$ cat src/rtl/i2c_byte_sequencer.sv
`timescale 1ns/1ps
// I2C byte sequencer: paces SCL/SDA open-drain pull-downs through eight data bits
// plus the ACK bit and drives load/shift strobes for an external 8-bit shift register.
module i2c_byte_sequencer #(
  parameter int DIV = 4
) (
  input  logic clock,
  input  logic reset_n,
  input  logic cmd_write,
  input  logic cmd_read,
  input  logic ack_send,
  input  logic abort,
  input  logic sda_in,
  input  logic scl_in,
  input  logic sr_msb,
  output logic sr_load,
  output logic sr_shift,
  output logic sr_in_shift,
  output logic sr_inb,
  output logic scl_low,
  output logic sda_low,
  output logic busy,
  output logic done,
  output logic nack
);
  localparam logic [1:0] S_IDLE = 2'd0;
  localparam logic [1:0] S_BIT  = 2'd1;
  localparam logic [1:0] S_ACK  = 2'd2;
  localparam logic [1:0] S_DONE = 2'd3;
  localparam logic [7:0] DIV_LAST = 8'(DIV - 1);

  logic [1:0] r_state;
  logic [2:0] r_bit_cnt;
  logic [1:0] r_phase;
  logic [7:0] r_div_cnt;
  logic       r_is_write;
  logic       r_ack_send;
  logic       r_nack;
  logic       r_hold;

  logic w_in_bit;
  logic w_in_ack;
  logic w_stretch;
  logic w_tick;
  logic w_sample;
  logic w_bit_end;
  logic w_start;
  logic w_strobe_en;

  assign w_in_bit    = (r_state == S_BIT);
  assign w_in_ack    = (r_state == S_ACK);
  // A slave holding SCL low during the high half of a bit freezes the bit timer.
  assign w_stretch   = r_phase[1] & ~scl_in;
  assign w_tick      = (w_in_bit | w_in_ack) & (r_div_cnt == DIV_LAST) & ~w_stretch;
  assign w_sample    = w_tick & (r_phase == 2'd2);
  assign w_bit_end   = w_tick & (r_phase == 2'd3);
  assign w_start     = (r_state == S_IDLE) & (cmd_write | cmd_read) & ~abort;
  assign w_strobe_en = reset_n & ~abort;

  // NOTE: every register here uses non-blocking assignment so all of them update
  // together from values sampled at the same edge; blocking would create ordering races.
  always_ff @(posedge clock) begin
    if (!reset_n) begin
      r_state    <= S_IDLE;
      r_bit_cnt  <= 3'd0;
      r_phase    <= 2'd0;
      r_div_cnt  <= 8'd0;
      r_is_write <= 1'b0;
      r_ack_send <= 1'b0;
      r_nack     <= 1'b0;
      r_hold     <= 1'b0;
    end else if (abort) begin
      r_state   <= S_IDLE;
      r_bit_cnt <= 3'd0;
      r_phase   <= 2'd0;
      r_div_cnt <= 8'd0;
      r_hold    <= 1'b0;
    end else begin
      case (r_state)
        S_IDLE: begin
          if (w_start) begin
            r_state    <= S_BIT;
            r_is_write <= cmd_write;
            r_ack_send <= ack_send;
            r_bit_cnt  <= 3'd0;
            r_phase    <= 2'd0;
            r_div_cnt  <= 8'd0;
          end
        end
        S_BIT, S_ACK: begin
          if (w_tick) begin
            r_div_cnt <= 8'd0;
            r_phase   <= r_phase + 2'd1;
          end else if (!w_stretch) begin
            r_div_cnt <= r_div_cnt + 8'd1;
          end
          if (w_sample && w_in_ack && r_is_write) begin
            r_nack <= sda_in;
          end
          if (w_bit_end) begin
            if (w_in_ack) begin
              r_state <= S_DONE;
            end else begin
              r_bit_cnt <= r_bit_cnt + 3'd1;
              if (r_bit_cnt == 3'd7) begin
                r_state <= S_ACK;
              end
            end
          end
        end
        S_DONE: begin
          // Keep SCL low after a completed byte so the next byte can follow directly.
          r_state <= S_IDLE;
          r_hold  <= 1'b1;
        end
        default: r_state <= S_IDLE;
      endcase
    end
  end

  // NOTE: each output gets a default before the case; a path that skips an
  // assignment in always_comb would otherwise infer a latch.
  always_comb begin
    scl_low = 1'b0;
    sda_low = 1'b0;
    case (r_state)
      S_IDLE: scl_low = r_hold;
      S_BIT: begin
        scl_low = ~r_phase[1];
        sda_low = r_is_write ? ~sr_msb : 1'b0;
      end
      S_ACK: begin
        scl_low = ~r_phase[1];
        sda_low = r_is_write ? 1'b0 : r_ack_send;
      end
      S_DONE: scl_low = 1'b1;
      default: scl_low = 1'b0;
    endcase
  end

  assign busy        = (r_state != S_IDLE);
  assign done        = (r_state == S_DONE);
  assign nack        = r_nack;
  assign sr_load     = w_strobe_en & w_start & cmd_write;
  assign sr_shift    = w_strobe_en & w_in_bit & r_is_write & w_bit_end;
  assign sr_in_shift = w_strobe_en & w_in_bit & ~r_is_write & w_sample;
  assign sr_inb      = sr_in_shift & sda_in;

endmodule
$ cat config.mk
export PLATFORM = sky130hd
export DESIGN_NAME = i2c_byte_sequencer
export DESIGN_NICKNAME = d
export VERILOG_FILES = /design/src/rtl/i2c_byte_sequencer.sv
export SDC_FILE = /design/constraint.sdc
export NUM_CORES = 1
export LEC_CHECK = 0
export ABC_CLOCK_PERIOD_IN_PS = 5810
export BUFFER_PORTS_ARGS = -buffer_cell sky130_fd_sc_hd__buf_2
export CORE_ASPECT_RATIO = 0.6
export CORE_MARGIN = 4
export CORE_UTILIZATION = 40
export DETAILED_ROUTE_END_ITERATION = 10
export PLACE_DENSITY_LB_ADDON = 0.08
export REMOVE_ABC_BUFFERS = 1
export SKIP_CTS_REPAIR_TIMING = 1
export SLEW_MARGIN = 5
export SYNTH_ARGS = -nofsm -noshare
export SYNTH_HDL_FRONTEND = slang
export SYNTH_SLANG_ARGS = --single-unit
export TNS_END_PERCENT = 1
$ cat constraint.sdc
create_clock -name clock -period 5.81 [get_ports clock]
set_clock_uncertainty 0.15 [all_clocks]
set_input_delay 0 -clock clock [delete_from_list [all_inputs] [get_ports clock]]
set_output_delay 0 -clock clock [all_outputs]
set_load 0.005 [all_outputs]
==> out/results.txt, run 1 <==
Crit path DAT: 2.39 ns
Worst Tran Pin Value: 0.595 ns
Count of input and output buffers: 17
Number of global-route vias before repair: 933
H-tree Lvls: 1
Post-synthesis mux area share: 0.0369
CP endpoint kind: flop
Clock buffer depth: 2
Clock Sinks: 19
Placement Cell Area: 1270 sq um
Setup Viol. Count Final: 0
Met2 Wirelength: 1060 microns
Largest family of logic cells by synthesized area: simple AND/OR/NAND/NOR gates
Drt total wl: 2620 microns
Period utilisation layout: 0.406
Largest area contributor in the netlist: dfxtp_1
Final GP Congestion: 0.844
Sequential fraction of the synthesis area: 0.330
Synth top area share: 0.330
Syn Std Cell Area: 1150 sq um
Slew HR: 0.601
Final Max Tran Viols: 0
DRC: 0
Hold crit path type: primary input to flop
Commonest non-fill, non-tap cell in the layout: dfxtp_1
TritonCTS clock tree: built
Avg Cell Area, Syn: 8.80 sq um
Syn. warnings: 0
Crit path max fanout: 15
Starting Density: 0.439
Yosys cell types: 45
# diodes: 0
Die Y: 49.6 microns
Synth Area in Compound Gates: 0.220
Hold-critical path depth: 3
Grt ovf: 0
Tmin final: 2.36 ns
DRT antenna net count: 0
Final Hold Viols: 1
Simple-gate share of the synthesized area: 0.240
RSZ-0062 raised after global routing: no
WHS: -0.000950 ns
Share of layout cells above drive strength 1: 0.200
Setup TNS: 0 ns
Wl on met1: 1400 microns
Uppermost layer routed: met4
Root buffer cell: clkbuf_8
XOR/XNOR share of the synthesized area: 0.00760
Met3 WL post-DR: 151 microns
Nets@finish: 176
Critical path class: flop to flop
Core area: 2630 sq um
Fin area: 1360 sq um
Failing checks: negative hold slack
First-pass iteration count of the detailed router: 4
CP required: 5.85 ns
Max cap viols: 0
Die span in x: 77.3 microns
First-pass GRT wire length: 4410 microns
Area delta synth->final: 18.1%
Iter 0 DRT Violations: 57
Boundary Pins: 18
CTS clock-pin slew for the worst setup and hold paths: 0.07 ns
Adder-cell share of the synthesized area: 0.119
Commonest non-fill, non-tap cells in the layout: 19 x dfxtp_1, 17 x buf_2, 11 x inv_1, 11 x a21oi_1, 11 x ha_1
P per Cell Area: 190 nW/um^2
CP startpoint kind: flop
Initial antenna violation count: 0
Num rows: 14
Synth top area cells: dfxtp_1 33%, ha_1 12%, a21oi_1 4.8%, o21ai_0 4.3%, inv_1 3.6%
DPL Wire Length: 2010 microns
Total GRT Usage: 0.142
Largest net degree at the start of global routing: 16
Routed length per placed instance: 14.0 microns
DIE AREA: 3830 sq um
LEAKAGE: 0.000558 uW
Peak supply drop: 97.4 uV
Clock latency on the worst-skew pair: 0.26 ns
Outcome: finished, violations left
Vias per inst: 5.58
Reg2Reg Depth: 6
Max Freq: 424 MHz
Total CTS buffers: 3
Mapped Cells: 131
Vias: 1044
Synth Register Bits: 19
metrics by stage:
stage	setup slack (ns)	hold slack, ns	std cells	utilization	total power [uW]
2_1_floorplan	3.72	-0.0397	129	-	155
5_1_grt	3.18	0.0234	187	0.518	272
3_3_place_gp	3.54	0.132	178	0.482	165
6_report	3.45	-0.000950	187	0.518	259
4_1_cts	3.46	-0.140	182	0.499	258
3_5_place_dp	3.48	0.135	178	0.482	165
cell type report:
| cell class | instances | area [sq um] |
|---|---|---|
| inverters | 11 | 41.3 |
| fillers | 253 | 1270 |
| well taps | 32 | 40.0 |
| flip-flops and latches | 19 | 380 |
| clock buffers | 4 | 45.0 |
| repair buffers | 22 | 135 |
| multi-input cells | 99 | 719 |
flip-flops by register name, summed over array words and instances (netlist names):
| register | count |
|---|---|
| r_bit_cnt | 3 |
| r_state | 2 |
| r_hold | 1 |
| r_is_write | 1 |
| nack | 1 |
| r_ack_send | 1 |
| r_phase | 2 |
| r_div_cnt | 8 |
critical path, cell delays in order, from the launching register on:
cell and delay, ns:
dfxtp_1 0.40, inv_1 0.11, ha_1 0.37, inv_1 0.16, o221ai_2 0.53, o21ai_1 0.36
a21oi_1 0.20
power breakdown:
group	switching (uW)	internal, uW
sequential	1.87	132
clock	45.2	48.8
combinational	18.0	13.6
total	65.0	194
cells by family (layout without fill, tap and decap cells):
group                    Yosys count  in the layout
AO/OA/AOI/OAI                     39             39
XOR/XNOR                           1              1
adder cells (fa/ha/maj)           11             11
buffers and inverters             13             37
flip-flops                        19             19
multiplexers                       4              4
AND/OR/NAND/NOR                   44             44
metal layers:
layer	vias up	track usage
li1	534	-
met1	481	0.223
met2	27	0.188
met3	2	0.0455
met4	0	0.0178
met5	-	0
cells in the mapped netlist, drive strengths merged:
library cell / n
buf: 1
nand2: 5
nand3b: 1
a211oi: 1
o21bai: 1
nor2: 7
o21ai: 11
a22o: 2
nand3: 8
a21o: 1
or3: 6
ha: 11
nand4b: 1
dfxtp: 19
o2bb2ai: 1
mux2i: 2
o211a: 1
nor3: 2
a31o: 1
mux2: 2
and2: 2
nor2b: 1
a21boi: 2
a21oi: 11
inv: 11
nor4b: 1
o221ai: 1
clkbuf: 1
a41oi: 1
a31oi: 1
and3: 2
o31ai: 2
o22ai: 1
nand4: 1
or4: 3
nand2b: 2
xor2: 1
nor4: 2
o21ba: 1
final timing paths:
kind / start / endpoint / slack, ns
max: r_state[0] / r_div_cnt[6] / 3.45
min: abort / r_state[1] / -0.0009
max reg2reg: r_state[0] / r_div_cnt[6] / 3.45
min reg2reg: r_hold / r_hold / 0.33
Power figures use the tool's default switching activity.
==> run 2, diff against run 1 <==
ABC_AREA = 1   (was unset)
ABC_CLOCK_PERIOD_IN_PS = 2020   (was 5810)
clock period = 2.02 ns   (was 5.81 ns; I/O delays follow)
==> run 2 against run 1 <==
The flow now finishes without violations. Synthesized area up 5.2%. Global-route usage barely moved. Count of clock-buffer cells in the layout unchanged. Setup slack got worse by 3.4 ns. Design area rose by 14%. Register-to-register slack got worse by 3.3 ns. First-iteration DRC count up 30%. Via count grew 10%. Critical path depth rose by 4. Sequential share of layout area is 3.0 points lower. Non-clock buffer count is 10 higher. Critical path type is now flop to output pin.
==> out/results.txt, run 2 <==
Seq pwr share: 0.386
Routed length per placed instance: 11.0 microns
Largest net degree at the start of global routing: 11
CTS clock-pin slew for the worst setup and hold paths: 0.06 ns
Area delta synth->final: 27.6%
Synth async-reset ratio: 0
Synth top area share: 0.314
TritonCTS clock tree: built
LEAKAGE: 0.000713 uW
Die span in x: 79.1 microns
Hold EP: r_is_write
RSZ-0062 raised after global routing: yes
DPL Wire Length: 2180 microns
Tmin final: 1.97 ns
Starting Density: 0.419
Crit path DAT: 1.82 ns
Clock Sinks: 19
CP required: 1.87 ns
Clock buffer depth: 2
Cell at the slowest stage of the critical path: dfxtp_4
Worst R2R End: r_div_cnt[5]
Avg Cell Area, Syn: 6.97 sq um
First-pass iteration count of the detailed router: 4
Final Max Tran Viols: 0
Nets@finish: 230
Hold path start: cmd_read
Mapped Cells: 174
Commonest non-fill, non-tap cell in the layout: nand2_1
Largest area contributor in the netlist: dfxtp_1
Total CTS buffers: 3
Hold crit path type: primary input to flop
Boundary Pins: 18
DRC: 0
Die Y: 50.6 microns
Reg2Reg Depth: 10
Worst Tran Pin Value: 0.379 ns
Hold-critical path depth: 6
Synth Register Bits: 19
Top_reg_cell synth: dfxtp_1
Max Freq: 508 MHz
Multi-input gate area: 751 sq um
Crit path cell chain: inv_4 -> ha_4 -> inv_4 -> nor2_4 -> nand3_2 -> nor2_4 -> nand2_2 -> nor3_2 -> and2_1 -> buf_2
Critical path class: flop to output pin
Iter 0 DRT Violations: 74
Setup Viol. Count Final: 0
Net Sw Frac: 0.335
Critical Path Max Stage Delay: 0.37 ns
Cell-internal power: 713 uW
Vias: 1152
Setup TNS: 0 ns
# diodes: 0
Final GP Congestion: 0.804
First-pass GRT wire length: 4420 microns
Top Registers: r_div_cnt (8), r_bit_cnt (3)
Outcome: completed
Flop-to-flop setup slack: 0.13 ns
FF/Latch Area: 385 sq um
Syn Std Cell Area: 1210 sq um
Synth top area cells: dfxtp_1 31%, nand2_1 12%, ha_1 11%, nor2_1 10%, inv_1 6.2%
Root buffer cell: clkbuf_8
Clock latency on the worst-skew pair: 0.25 ns
Syn. warnings: 0
Biggest register: r_div_cnt
Peak supply drop: 393 uV
CP endpoint kind: output pin
Clock network fraction of total power: 0.239
Max FFs per register: 8
Commonest non-fill, non-tap cells in the layout: 38 x nand2_1, 33 x nor2_1, 18 x inv_1
Number of global-route vias before repair: 934
FILL cells: 296
Slew HR: 0.746
P per Cell Area: 694 nW/um^2
Num rows: 15
Logic pwr share: 0.375
Yosys cell types: 26
Core area: 2890 sq um
Grt ovf: 0
Total GRT Usage: 0.142
Sequential fraction of the synthesis area: 0.314
Initial antenna violation count: 0
DRT antenna net count: 0
Crit path max fanout: 4
Count of input and output buffers: 17
Final Hold Viols: 0
Vias per inst: 4.59
CP startpoint kind: flop
WHS: 0.126 ns
Most common cell in the netlist: nand2_1
FF-to-FF Start: r_state[0]
Psw: 360 uW
EDFF count, synth: 0
Share of layout cells above drive strength 1: 0.244
H-tree Lvls: 1
DIE AREA: 4000 sq um
Drt total wl: 2760 microns
Max cap viols: 0
Synth cell count leaders: 39 x nand2_1, 33 x nor2_1, 20 x inv_1, 19 x dfxtp_1, 11 x ha_1
Period utilisation layout: 0.975
Pwr Total: 1070 uW
## run 2: power groups by stage
stage | combinational, uW | clock, uW | sequential [uW]
finish | 403 | 257 | 414
global route | 452 | 286 | 416
CTS | 366 | 269 | 411
floorplan | 240 | 0 | 415
detailed placement | 365 | 0 | 419
global placement | 359 | 0 | 418
## run 2: final cells by class
| class | count | area share |
|---|---|---|
| Timing Repair Buffer | 32 | 0.146 |
| Clock buffer | 4 | 0.0291 |
| Multi-Input combinational cell | 132 | 0.485 |
| Tap cell | 42 | 0.0340 |
| Sequential cell | 19 | 0.249 |
| Inverter | 22 | 0.0566 |
## run 2: how the worst max path moves through the flow
stage / start / end / slack [ns]
final: r_state[0] / sr_inb / 0.05
after global routing: r_state[0] / sr_inb / -0.04
after CTS: r_state[0] / sr_inb / -0.10
after detailed placement: r_state[0] / r_div_cnt[5] / 0.08
after global placement: r_state[0] / r_state[0] / 0.16
after floorplan: r_state[0] / r_div_cnt[3] / 0.10
## run 2: stage by stage
| step | instance area, sq um | util | std cells | worst slack, ns |
|---|---|---|---|---|
| floorplan | 1200 | - | 173 | 0.101 |
| global placement | 1400 | 0.486 | 239 | 0.156 |
| detailed placement | 1400 | 0.486 | 239 | 0.0758 |
| CTS | 1450 | 0.501 | 243 | -0.101 |
| global route | 1550 | 0.535 | 251 | -0.0402 |
| finish | 1550 | 0.535 | 251 | 0.0505 |
## run 2: cells by family after synthesis
| family | synth area share |
|---|---|
| simple gates | 0.405 |
| buf+inv | 0.0795 |
| flops | 0.314 |
| compound gates | 0.0671 |
| fa+ha+maj | 0.114 |
| xor+xnor | 0.0217 |
## run 2: per-layer routing
layer	vias up	wire length [microns]	track usage	share of wire
met5	-	0	0	0
met4	0	11	0.0257	0.0040
met3	2	136	0.0502	0.049
met2	21	1180	0.204	0.43
met1	512	1420	0.204	0.52
li1	617	-	-	-
## run 2: critical path: cells and delay by family, from the launching register on
family,cells,cell delay [ns]
flops,1,0.37
simple gates,6,0.71
fa+ha+maj,1,0.29
buf+inv,3,0.19
